File: config.mk
export PLATFORM = sky130hd
export DESIGN_NAME = mask_centroid_acc
export DESIGN_NICKNAME = d
export VERILOG_FILES = /design/src/rtl/mask_centroid_acc.sv
export SDC_FILE = /design/constraint.sdc
export NUM_CORES = 1
export LEC_CHECK = 0
export CORE_ASPECT_RATIO = 1.1
export CORE_MARGIN = 3
export CORE_UTILIZATION = 45
export CTS_BUF_LIST = sky130_fd_sc_hd__clkbuf_8
export DETAILED_ROUTE_END_ITERATION = 7
export GPL_ROUTABILITY_DRIVEN = 0
export PLACE_DENSITY = 0.66
export SLEW_MARGIN = 20
export SYNTH_ARGS = -nofsm -noshare
export SYNTH_HDL_FRONTEND = slang
export SYNTH_SLANG_ARGS = --single-unit
File: constraint.sdc
create_clock -name clk -period 3.7 [get_ports clk]
set_input_delay 0.74 -clock clk [delete_from_list [all_inputs] [get_ports clk]]
set_output_delay 0.74 -clock clk [all_outputs]
set_load 0.05 [all_outputs]
File: src/rtl/mask_centroid_acc.sv
// mask_centroid_acc: consumes the binary mask stream and accumulates per-frame foreground count and x/y sums.
// Define MASK_CENTROID_BBOX_EN to also report the per-frame foreground bounding box.
module mask_centroid_acc #(
   parameter  int IMG_W = 32,
   parameter  int IMG_H = 32,
   parameter  int CNT_W = 11,
   parameter  int SUM_W = 20,
   localparam int XW    = (IMG_W > 1) ? $clog2(IMG_W) : 1,
   localparam int YW    = (IMG_H > 1) ? $clog2(IMG_H) : 1
) (
   input  logic             clk,
   input  logic             rst_n,
   input  logic             s_rst_n,
   output logic             mask_fifo_rd_en,
   input  logic [7:0]       mask_fifo_dout,
   input  logic             mask_fifo_empty,
   output logic             res_valid,
   input  logic             res_ready,
   output logic [CNT_W-1:0] res_count,
   output logic [SUM_W-1:0] res_sum_x,
   output logic [SUM_W-1:0] res_sum_y,
   output logic [7:0]       res_frame_id,
`ifdef MASK_CENTROID_BBOX_EN
   output logic [XW-1:0]    res_xmin,
   output logic [XW-1:0]    res_xmax,
   output logic [YW-1:0]    res_ymin,
   output logic [YW-1:0]    res_ymax,
`endif
   output logic             busy
);

   // Result handshake: res_* are held stable while res_valid=1; the record is
   // transferred on the edge where res_valid & res_ready, which clears res_valid.

   logic [XW-1:0]    x_q, x_d;
   logic [YW-1:0]    y_q, y_d;
   logic [CNT_W-1:0] cnt_q, cnt_d;
   logic [SUM_W-1:0] sx_q, sx_d;
   logic [SUM_W-1:0] sy_q, sy_d;
   logic [7:0]       fid_q, fid_d;
   logic             rd_pending_q, rd_pending_d;
   logic             res_valid_q, res_valid_d;
   logic [CNT_W-1:0] res_count_q, res_count_d;
   logic [SUM_W-1:0] res_sum_x_q, res_sum_x_d;
   logic [SUM_W-1:0] res_sum_y_q, res_sum_y_d;
   logic [7:0]       res_frame_id_q, res_frame_id_d;

   logic             hold;
   logic             fg;
   logic             x_last;
   logic             y_last;
   logic             frame_end;
   logic [CNT_W-1:0] cnt_inc;
   logic [SUM_W-1:0] sx_inc;
   logic [SUM_W-1:0] sy_inc;

`ifdef MASK_CENTROID_BBOX_EN
   logic [XW-1:0] xmin_q, xmin_d, xmax_q, xmax_d;
   logic [YW-1:0] ymin_q, ymin_d, ymax_q, ymax_d;
   logic [XW-1:0] res_xmin_q, res_xmin_d, res_xmax_q, res_xmax_d;
   logic [YW-1:0] res_ymin_q, res_ymin_d, res_ymax_q, res_ymax_d;
   logic [XW-1:0] xmin_inc, xmax_inc;
   logic [YW-1:0] ymin_inc, ymax_inc;
`endif

   assign hold = res_valid_q & ~res_ready;
   // Reads are suppressed during either reset so no byte is pulled and then dropped.
   assign mask_fifo_rd_en = rst_n & s_rst_n & ~mask_fifo_empty & ~hold;

   assign fg        = rd_pending_q & (mask_fifo_dout != 8'd0);
   assign x_last    = (x_q == XW'(IMG_W - 1));
   assign y_last    = (y_q == YW'(IMG_H - 1));
   assign frame_end = rd_pending_q & x_last & y_last;

   assign cnt_inc = cnt_q + CNT_W'(fg);
   assign sx_inc  = fg ? (sx_q + SUM_W'(x_q)) : sx_q;
   assign sy_inc  = fg ? (sy_q + SUM_W'(y_q)) : sy_q;

`ifdef MASK_CENTROID_BBOX_EN
   assign xmin_inc = (fg && (x_q < xmin_q)) ? x_q : xmin_q;
   assign xmax_inc = (fg && (x_q > xmax_q)) ? x_q : xmax_q;
   assign ymin_inc = (fg && (y_q < ymin_q)) ? y_q : ymin_q;
   assign ymax_inc = (fg && (y_q > ymax_q)) ? y_q : ymax_q;
`endif

   always_comb begin
      x_d            = x_q;
      y_d            = y_q;
      cnt_d          = cnt_q;
      sx_d           = sx_q;
      sy_d           = sy_q;
      fid_d          = fid_q;
      rd_pending_d   = mask_fifo_rd_en;
      res_valid_d    = res_valid_q;
      res_count_d    = res_count_q;
      res_sum_x_d    = res_sum_x_q;
      res_sum_y_d    = res_sum_y_q;
      res_frame_id_d = res_frame_id_q;
`ifdef MASK_CENTROID_BBOX_EN
      xmin_d     = xmin_q;
      xmax_d     = xmax_q;
      ymin_d     = ymin_q;
      ymax_d     = ymax_q;
      res_xmin_d = res_xmin_q;
      res_xmax_d = res_xmax_q;
      res_ymin_d = res_ymin_q;
      res_ymax_d = res_ymax_q;
`endif

      if (res_valid_q && res_ready) begin
         res_valid_d = 1'b0;
      end

      if (rd_pending_q) begin
         cnt_d = cnt_inc;
         sx_d  = sx_inc;
         sy_d  = sy_inc;
`ifdef MASK_CENTROID_BBOX_EN
         xmin_d = xmin_inc;
         xmax_d = xmax_inc;
         ymin_d = ymin_inc;
         ymax_d = ymax_inc;
`endif
         if (x_last) begin
            x_d = '0;
            y_d = y_last ? '0 : (y_q + YW'(1));
         end else begin
            x_d = x_q + XW'(1);
         end

         // The record includes the final beat, so it is taken from the *_inc values.
         if (frame_end) begin
            res_valid_d    = 1'b1;
            res_count_d    = cnt_inc;
            res_sum_x_d    = sx_inc;
            res_sum_y_d    = sy_inc;
            res_frame_id_d = fid_q;
            fid_d          = fid_q + 8'd1;
            cnt_d          = '0;
            sx_d           = '0;
            sy_d           = '0;
`ifdef MASK_CENTROID_BBOX_EN
            res_xmin_d = xmin_inc;
            res_xmax_d = xmax_inc;
            res_ymin_d = ymin_inc;
            res_ymax_d = ymax_inc;
            xmin_d     = '1;
            xmax_d     = '0;
            ymin_d     = '1;
            ymax_d     = '0;
`endif
         end
      end

      if (!s_rst_n) begin
         x_d            = '0;
         y_d            = '0;
         cnt_d          = '0;
         sx_d           = '0;
         sy_d           = '0;
         fid_d          = '0;
         rd_pending_d   = 1'b0;
         res_valid_d    = 1'b0;
         res_count_d    = '0;
         res_sum_x_d    = '0;
         res_sum_y_d    = '0;
         res_frame_id_d = '0;
`ifdef MASK_CENTROID_BBOX_EN
         xmin_d     = '1;
         xmax_d     = '0;
         ymin_d     = '1;
         ymax_d     = '0;
         res_xmin_d = '0;
         res_xmax_d = '0;
         res_ymin_d = '0;
         res_ymax_d = '0;
`endif
      end
   end

   always_ff @(posedge clk or negedge rst_n) begin
      if (!rst_n) begin
         x_q            <= '0;
         y_q            <= '0;
         cnt_q          <= '0;
         sx_q           <= '0;
         sy_q           <= '0;
         fid_q          <= '0;
         rd_pending_q   <= 1'b0;
         res_valid_q    <= 1'b0;
         res_count_q    <= '0;
         res_sum_x_q    <= '0;
         res_sum_y_q    <= '0;
         res_frame_id_q <= '0;
`ifdef MASK_CENTROID_BBOX_EN
         // Running minima start at all-ones so the first foreground pixel wins.
         xmin_q     <= '1;
         xmax_q     <= '0;
         ymin_q     <= '1;
         ymax_q     <= '0;
         res_xmin_q <= '0;
         res_xmax_q <= '0;
         res_ymin_q <= '0;
         res_ymax_q <= '0;
`endif
      end else begin
         x_q            <= x_d;
         y_q            <= y_d;
         cnt_q          <= cnt_d;
         sx_q           <= sx_d;
         sy_q           <= sy_d;
         fid_q          <= fid_d;
         rd_pending_q   <= rd_pending_d;
         res_valid_q    <= res_valid_d;
         res_count_q    <= res_count_d;
         res_sum_x_q    <= res_sum_x_d;
         res_sum_y_q    <= res_sum_y_d;
         res_frame_id_q <= res_frame_id_d;
`ifdef MASK_CENTROID_BBOX_EN
         xmin_q     <= xmin_d;
         xmax_q     <= xmax_d;
         ymin_q     <= ymin_d;
         ymax_q     <= ymax_d;
         res_xmin_q <= res_xmin_d;
         res_xmax_q <= res_xmax_d;
         res_ymin_q <= res_ymin_d;
         res_ymax_q <= res_ymax_d;
`endif
      end
   end

   assign res_valid    = res_valid_q;
   assign res_count    = res_count_q;
   assign res_sum_x    = res_sum_x_q;
   assign res_sum_y    = res_sum_y_q;
   assign res_frame_id = res_frame_id_q;
   assign busy         = (x_q != '0) | (y_q != '0);
`ifdef MASK_CENTROID_BBOX_EN
   assign res_xmin = res_xmin_q;
   assign res_xmax = res_xmax_q;
   assign res_ymin = res_ymin_q;
   assign res_ymax = res_ymax_q;
`endif

endmodule

==> results of run 1 <==
-- cells in the mapped netlist (13+ instances only) --
cell / instances / area, um2
and3_1: 15 / 93.8
nand2_1: 66 / 248
nand3_1: 31 / 155
xnor2_1: 20 / 175
nand4_1: 14 / 87.6
a21oi_1: 52 / 260
a211oi_1: 16 / 120
a22o_1: 16 / 140
clkbuf_1: 32 / 120
ha_1: 19 / 238
nor2_1: 57 / 214
a31oi_1: 28 / 175
inv_1: 13 / 48.8
o21ai_0: 69 / 345
xor2_1: 17 / 149
dfrtp_1: 130 / 3250
-- cell families after synthesis --
kind of cell / Yosys count / share of synthesized area, %
adder cells (fa/ha/maj): 21 / 4.02
AO/OA/AOI/OAI: 234 / 21.4
flip-flops: 130 / 47.0
buffers and inverters: 64 / 3.84
AND/OR/NAND/NOR: 249 / 18.4
XOR/XNOR: 37 / 4.69
multiplexers: 4 / 0.597
-- final cells by class --
class / instances / share of cell area, %
tap: 192 / 2.91
multi-input combinational: 545 / 41.1
clock buffer: 20 / 3.33
inverter: 14 / 0.636
sequential: 130 / 39.3
timing repair buffer: 89 / 10.7
clock inverter: 12 / 1.97
-- power by group through the flow --
stage	registers, mW	clock network, mW	logic [mW]
final	1.43	1.33	0.131
after global routing	1.43	1.43	0.146
after CTS	1.43	1.36	0.133
after detailed placement	1.46	0	0.133
after global placement	1.46	0	0.131
after floorplan	1.46	0	0.0611
-- sequential cells by signal (all words and copies together) (netlist names) --
signal / count
cnt_q: 11
fid_q: 8
rd_pending_q: 1
res_count: 11
res_frame_id: 8
res_sum_x: 20
res_sum_y: 20
res_valid: 1
sx_q: 20
sy_q: 20
x_q: 5
y_q: 5
-- worst min path at each step --
stage	startpoint	slack [ns]	endpoint
global route	rst_n	0.19	fid_q[4]$_DFFE_PN0P_
finish	rst_n	0.20	res_valid$_DFF_PN0_
global placement	sx_q[19]$_DFFE_PN0P_	0.48	sx_q[19]$_DFFE_PN0P_
detailed placement	sx_q[19]$_DFFE_PN0P_	0.51	sx_q[19]$_DFFE_PN0P_
CTS	rst_n	0.18	fid_q[4]$_DFFE_PN0P_
floorplan	rst_n	0.44	cnt_q[0]$_DFFE_PN0P_
-- worst max-delay path, cell delays in order, from the launching register on --
cell	delay [ns]
dfrtp_1	0.47
inv_1	0.09
ha_1	0.14
nor4b_1	0.29
nand2_1	0.14
clkdlybuf4s50_1	0.73
-- metal layers --
layer / vias to the layer above / routed length, um / part of all wire, % / global-route usage (%)
li1: 2835 / - / - / -
met1: 2856 / 7950 / 46 / 30.0
met2: 187 / 7960 / 46 / 33.1
met3: 33 / 936 / 5.4 / 4.29
met4: 0 / 384 / 2.2 / 8.83
met5: - / 0 / 0 / 0
-- stage by stage --
stage	utilization, %	area (um2)	instances	setup WS [ns]	hold WS, ns
4_1_cts	56.1	8270	1002	0.584	0.176
5_1_grt	56.1	8270	1002	0.498	0.190
6_report	56.1	8270	1002	0.648	0.195
2_1_floorplan	-	6920	739	0.618	0.444
3_3_place_gp	53.1	7830	970	0.400	0.480
3_5_place_dp	53.1	7830	970	0.363	0.505
==> impl_results.md, run 1 <==
* Critical Path RT at 2.96 ns
* Number of global-route vias before repair at about 5700
* Switching pwr at 647 uW
* Final setup violation count at 0
* Final Skew at 0.0116 ns
* Status: complete, no violations
* EDFF count, synth at 0
* Via density at 5.90
* Antenna violations before repair at 0
* Comb pwr share at 4.5%
* Crit path capture type: output port
* Ys flop type: dfrtp_1
* Max IR drop VDD at ~180 uV
* DRC viols at 0
* Seq pwr share at around 50%
* Unrepaired setup endpoints after global routing: false
* Starting DRT DRC Count at between 400 and 500
* Critical Path Sink: busy
* IO Port Bufs at 74
* Total power at 2.89 mW
* # rows at 46
* Sequential area share after synthesis at a little under half
* R2R setup slack at between 0.8 and 0.9 ns
* Clk network pwr share at 45.9%
* Syn Nets at around 770
* Hold crit path type: in2async
* Most frequent cells in the layout: 130 x dfrtp_1, 72 x clkdlybuf4s50_1, 69 x o21ai_0
* Syn_area_per_cell at 9.36 um2
* Die Wd at roughly 120 um
* Bufs on Longest Clock Path at 2
* Via count at 5911
* Final cycle utilization of the critical path at 82.5%
* Max Slew Vio Count at 0
* Commonest non-fill, non-tap cell in the layout: dfrtp_1
* Root buffer cell: clkbuf_8
* FF/Latch Area at between 3000 and 4000 um2
* Max-cap violations at 0
* Setup bufs post-CTS at 0
* Ratio of cells with drive above 1 in the final layout at 8.02%
* Worst-path clk slew at approximately 0.070 ns
* Io pins at 75
* Critical path origin: y_q[1]$_DFFE_PN0P_
* Wire per inst at about 17 um
* Hold-fix buffer count after cts at 0
* H-tree depth at 4
* Setup TNS Final at 0 ns
* Min Tclk post-route at 3.05 ns
* Post-DRT Antenna Nets at 0
* # fillers at about 1300
* Post-CTS sizing at 0
* Critical Path Start Type: flop
* First-pass GRT wire length at about 29 mm
* Worst-Skew Late Latency at ~0.44 ns
* Die Y at between 100 and 150 um
* Power Density at between 300 and 400 nW/um2
* R2r endpoint: sx_q[1]$_DFFE_PN0P_
* Final hold violations at 0
* Core area at 14700 um2
* Sw Share at 22.4%
* Multi-input logic area at about 3400 um2
* CTS tree: built
* Pin count of the biggest net entering global routing at 83
* Worst Reg-to-Reg Cells at 9
* Num CTS Buffers at 17
* GRT Util Overall at roughly 22%
* Warnings from Yosys at 0
* Initial Util at 46.9%
* CTS Sinks at 130
* DP Wirelength at approximately 11 mm
* Synth async-reset ratio at 100%
* Iteration count of the initial detailed-routing pass at 5
* Fin nets at 831
* Slew @ Worst Pin at around 0.75 ns
* Synthesis-stage register bit count at between 100 and 150
* Full die area at around 17000 um2
* Yosys cell types at 66
* Int Power at 2.24 mW
* Cells after Synth at approximately 740
* Max_slew headroom at 50.3%
* Critical setup path kind: reg2out
* Total grt overflow at 0
* Area delta synth->final at 19.6%
* Diode count at 0
* Crit path max fanout at 7
* Lkg Pwr at 3.52 nW
* Fmax at 328 MHz
* Critical path arrival at 2.31 ns
* Post-synthesis cell area at about 6900 um2
* Routed wire length at 17.2 mm
* Launching point of the worst reg2reg path: y_q[1]$_DFFE_PN0P_
No activity file was read; power rests on OpenSTA's default activity.
==> run 2: changes to the inputs <==
==> constraint.sdc (replaced) <==
create_clock -name clk -period 3.2 [get_ports clk]
set_input_delay 0.64 -clock clk [delete_from_list [all_inputs] [get_ports clk]]
set_output_delay 0.64 -clock clk [all_outputs]
set_load 0.05 [all_outputs]
==> run 2 against run 1 <==
  * Utilization is 0.26 points lower
  * Global-route usage is 0.43 points higher
  * Count of clock-buffer cells in the layout stayed put
  * Clock power is essentially flat
  * Cell area fell by 0.47%
  * Largest cell class unchanged
==> impl_results.md, run 2 (same netlist as run 1, synthesis figures left out) <==
* Unrepaired setup endpoints after global routing: false
* Critical setup path kind: reg2out
* Final cycle utilization of the critical path at between 90% and 100%
* Critical Path Start Type: flop
* Clk network pwr share at a little over two fifths
* Ratio of cells with drive above 1 in the final layout at under 10%
* Max-cap violations at 0
* Root buffer cell: clkbuf_8
* Critical path arrival at 2.28 ns
* Antenna violations before repair at 0
* Critical Path RT at between 2 and 3 ns
* Worst-Skew Late Latency at 0.45 ns
* Fmax at 343 MHz
* Hold-fix buffer count after cts at 0
* H-tree depth at 4
* Iteration count of the initial detailed-routing pass at 8
* Area delta synth->final at 19.0%
* CTS tree: built
* Pin count of the biggest net entering global routing at 131
* Crit path max fanout at 7
* Number of global-route vias before repair at 5900
* Cell Count, Final, Fillers Out at 1005
* IO Port Bufs at 74
* Status: complete, no violations
* DRC viols at 0
* Hold crit path type: in2async
* Worst-path clk slew at 0.07 ns
* Post-CTS sizing at 0
* Diode count at 0
* Starting DRT DRC Count at 504
* Seq pwr share at 52.4%
* Met3 Track Usage GR at 3.75%
* Setup bufs post-CTS at 0
* Most frequent cells in the layout: 130 x dfrtp_1, 72 x clkdlybuf4s50_1, 69 x o21ai_0
* GRT Util Overall at 22.0%
* # fillers at 1340
* Max IR drop VDD at 224 uV
* Fin nets at 834
* DP Wirelength at between 10 and 15 mm
* Max_slew headroom at 53.4%
* CTS Sinks at 130
* Lkg Pwr at 3.52 nW
* Die Y at 136 um
* Bufs on Longest Clock Path at 2
* Core area at about 15000 um2
* Max Slew Vio Count at 0
* Routed wire length at 17.7 mm
* Full die area at between 15000 and 20000 um2
* Final hold violations at 0
* Power Density at 383 nW/um2
* Comb pwr share at 4.9%
* Switching pwr at 732 uW
* Final Skew at 0.0113 ns
* Setup TNS Final at 0 ns
* Met2 usage at 35.6%
* Launching point of the worst reg2reg path: x_q[2]$_DFFE_PN0P_
* Io pins at 75
* Total grt overflow at 0
* Commonest non-fill, non-tap cell in the layout: dfrtp_1
* Int Power at 2.42 mW
* Die Wd at approximately 120 um
* Initial Util at 46.9%
* Num CTS Buffers at 17
* # rows at 46
* GR peak layer: met2
* Wire per inst at 17.6 um
* M1 GR Usage at between 20 and 30%
* Final setup violation count at 0
* Critical path origin: y_q[1]$_DFFE_PN0P_
* Sw Share at 23.2%
* Via density at 5.93
* Inst Count DP at 973
* First-pass GRT wire length at 29.5 mm
* Crit path capture type: output port
* Post-DRT Antenna Nets at 0
* Min Tclk post-route at between 2 and 3 ns
* Via count at around 6000
* Slew @ Worst Pin at 0.699 ns
==> run 2: cell count changes in the layout (fill, tap and decap cells not counted), sizes merged <==
cell | previous run | this run
buf | 17 | 20
bufinv | 4 | 2
clkinv | 4 | 3
clkinvlp | 2 | 0
inv | 16 | 21
==> run 2: area by class of cell <==
| class | count | area, um2 | area share [%] |
|---|---|---|---|
| clock buffer | 20 | 275 | 3.34 |
| multi-input combinational | 545 | 3400 | 41.3 |
| clock inverter | 12 | 101 | 1.23 |
| inverter | 14 | 52.6 | 0.639 |
| sequential | 130 | 3250 | 39.5 |
| timing repair buffer | 92 | 908 | 11.0 |
| tap | 192 | 240 | 2.92 |
==> run 2: path summary, 6_finish.rpt <==
| check | endpoint | slack, ns | depth (start not counted) |
|---|---|---|---|
| min | fid_q[2]$_DFFE_PN0P_ | 0.33 | 2 |
| max reg2reg | res_sum_x[15]$_DFFE_PN0P_ | 0.56 | 6 |
| max | busy | 0.28 | 5 |
| min in group clk | sx_q[19]$_DFFE_PN0P_ | 0.52 | 1 |
| min reg2reg | sx_q[19]$_DFFE_PN0P_ | 0.52 | 1 |
| max in group asynchronous | res_sum_y[13]$_DFFE_PN0P_ | 2.37 | 2 |
==> run 2: power groups by stage <==
stage / Clock (mW) / Combinational [mW] / Sequential, mW
2_1_floorplan: 0 / 0.0706 / 1.68
3_3_place_gp: 0 / 0.153 / 1.68
3_5_place_dp: 0 / 0.157 / 1.68
4_1_cts: 1.37 / 0.157 / 1.65
5_1_grt: 1.44 / 0.172 / 1.65
6_report: 1.35 / 0.155 / 1.65
==> run 2: through the flow <==
step	util (%)	setup slack [ns]	total power [mW]	cell area, um2	hold WS (ns)
floorplan	-	0.218	1.75	6920	0.344
global route	55.9	0.112	3.27	8230	0.396
detailed placement	53.3	0.00200	1.84	7850	0.493
finish	55.9	0.285	3.15	8230	0.326
CTS	55.9	0.195	3.18	8230	0.369
global placement	53.3	0.0519	1.84	7850	0.483
==> run 2: per-layer routing <==
layer	routed length [um]	share of wire [%]	vias up
li1	-	-	2840
met1	7900	45	2895
met2	8550	48	196
met3	923	5.2	32
met4	355	2.0	0
met5	0	0	-
==> run 2: worst max-delay path, cell delays in order, from the launching register on <==
cell,delay (ns)
dfrtp_1,0.48
inv_1,0.09
ha_1,0.13
nor4b_1,0.29
nand2_1,0.11
clkdlybuf4s50_1,0.72
==> run 3: changes to the inputs <==
--- a/config.mk
+++ b/config.mk
@@ -6,7 +6,6 @@
 export NUM_CORES = 1
 export LEC_CHECK = 0
 export CORE_ASPECT_RATIO = 1.1
-export CORE_MARGIN = 3
 export CORE_UTILIZATION = 45
 export CTS_BUF_LIST = sky130_fd_sc_hd__clkbuf_8
 export DETAILED_ROUTE_END_ITERATION = 7
==> run 3 against run 2 <==
  * Count of clock-buffer cells in the layout rose by 2
  * Die area fell by 6.1%
  * Flip-flop and latch count did not move
  * Global-route usage rose by 1.3 points
  * Sequential power barely moved
  * Fmax barely moved
  * Utilization fell by 1.1 points
  * Worst hold slack improved by 0.18 ns
  * Register-to-register slack barely moved
  * Combinational power barely moved
  * Sequential share of layout area fell by 0.078 points
  * Routed wire length fell by 0.80%
  * Largest power group unchanged
==> impl_results.md, run 3 (same netlist as run 1, synthesis figures left out) <==
* Status: complete, no violations
* Final cycle utilization of the critical path at 91.2%
* Setup TNS Final at 0 ns
* Iteration count of the initial detailed-routing pass at 5
* DRC viols at 0
* Bufs on Longest Clock Path at 2
* Diode count at 0
* Post-DRT Antenna Nets at 0
* Via density at 6.00
* Max IR drop VDD at 218 uV
* Power Density at 379 nW/um2
* Slew @ Worst Pin at 0.846 ns
* Pin count of the biggest net entering global routing at 79
* Via count at 6075
* Fin nets at between 800 and 900
* Min Tclk post-route at 2.92 ns
* Fmax at 343 MHz
* Final instance area at roughly 8200 um2
* Max Slew Vio Count at 0
* Met1 wire length at 7.74 mm
* Initial Util at 45.9%
* Ratio of cells with drive above 1 in the final layout at 8.33%
* Worst Reg-to-Reg Cells at 6
* CTS tree: built
* Max-cap violations at 0
* WL met2 at 8.46 mm
* Antenna violations before repair at 0
* Worst-path clk slew at 0.07 ns
* Area delta synth->final at 19.2%
* # rows at 47
* Full die area at between 15000 and 20000 um2
* Critical Path RT at ~2.6 ns
* Number of global-route vias before repair at 5782
* Multi-input logic area at 3400 um2
* Lkg Pwr at 3.53 nW
* Core area at 15100 um2
* Routed wire length at about 18 mm
* Hold path startpoint: cnt_q[10]$_DFFE_PN0P_
* CTS Sinks at 130
* Total grt overflow at 0
* Hold crit path type: reg2reg
* Most frequent cells in the layout: 130 x dfrtp_1, 72 x clkdlybuf4s50_1, 69 x o21ai_0
* Die Y at 132 um
* Critical setup path kind: reg2out
* First-pass GRT wire length at 29.2 mm
* DP Wirelength at 11.8 mm
* Max_slew headroom at roughly 44%
* Setup bufs post-CTS at 0
* R2r endpoint: res_sum_x[15]$_DFFE_PN0P_
* Io pins at 75
* Crit path max fanout at 7
* Area after DPL at about 7900 um2
* Launching point of the worst reg2reg path: x_q[2]$_DFFE_PN0P_
* R2R setup slack at about 0.56 ns
* IO Port Bufs at 74
* Critical path arrival at 2.28 ns
* Critical Path Start Type: flop
* Met3 routed WL at 918 um
* Root buffer cell: clkbuf_8
* Unrepaired setup endpoints after global routing: false
* Worst-Skew Late Latency at roughly 0.46 ns
* Hold Path End: cnt_q[10]$_DFFE_PN0P_
* # fillers at around 1400
* Worst hold path stage count at 1
* Crit path capture type: output port
* Final hold violations at 0
* FF/Latch Area at between 3000 and 4000 um2
* Commonest non-fill, non-tap cell in the layout: dfrtp_1
* Wire per inst at 17.4 um
* GRT Util Overall at 23.3%
* Starting DRT DRC Count at 461
* Final Skew at 0.0110 ns
* Final setup violation count at 0
* Worst Setup Slack, final at 0.283 ns
* Die Wd at approximately 120 um
* Highest metal used: met4
* Pre-CTS setup slack at around 0.035 ns
* Num CTS Buffers at 17
* H-tree depth at 4
-- run 3: changes by cell type in the layout (fill, tap and decap cells not counted), sizes merged --
| cell | delta |
|---|---|
| buf | +3 |
| bufinv | -1 |
| clkbuf | +2 |
| clkinv | +1 |
| dlygate4sd3 | +1 |
| inv | -3 |
-- run 3: area by class of cell --
| class | count | share of cell area [%] |
|---|---|---|
| Multi-Input combinational cell | 545 | 41.2 |
| Sequential cell | 130 | 39.5 |
| Tap cell | 196 | 2.97 |
| Clock buffer | 22 | 3.67 |
| Timing Repair Buffer | 96 | 11.3 |
| Clock inverter | 9 | 0.789 |
| Inverter | 14 | 0.637 |
-- run 3: routing by layer --
layer	GRT usage [%]	vias up
met1	30.4	2970
met2	37.3	222
li1	-	2845
met5	0	-
met4	11.3	0
met3	4.41	38
-- run 3: timing repair --
item,in CTS,in global routing
resized for setup,0,0
hold buffers,1,0
endpoints found under the hold margin,1,0
-- run 3: power breakdown --
| group | leakage, nW | internal, mW | total [mW] | switching (mW) |
|---|---|---|---|---|
| clock | 0.209 | 0.696 | 1.31 | 0.619 |
| combinational | 1.50 | 0.0451 | 0.154 | 0.109 |
| sequential | 1.82 | 1.65 | 1.65 | 0.00741 |
-- run 3: stage by stage --
stage	hold slack, ns	util, %	power, mW	std cells
6_report	0.509	54.8	3.12	1012
5_1_grt	0.518	54.8	3.24	1012
4_1_cts	0.503	54.8	3.15	1012
3_5_place_dp	0.437	52.3	1.84	980
3_3_place_gp	0.439	52.3	1.84	980
2_1_floorplan	0.344	-	1.75	739
-- run 3: critical path, stage by stage, from the launching register on --
cell             delay [ns]
dfrtp_1                0.49
inv_1                  0.10
ha_1                   0.14
nor4b_1                0.25
nand2_1                0.12
clkdlybuf4s50_1        0.73
-- run 3: worst max path at each step --
stage / start / endpoint
after floorplan: mask_fifo_dout[5] / res_count[10]$_DFFE_PN0P_
after global placement: mask_fifo_dout[5] / res_count[10]$_DFFE_PN0P_
after detailed placement: mask_fifo_dout[5] / res_count[10]$_DFFE_PN0P_
after CTS: y_q[1]$_DFFE_PN0P_ / busy
after global routing: y_q[1]$_DFFE_PN0P_ / busy
final: y_q[1]$_DFFE_PN0P_ / busy
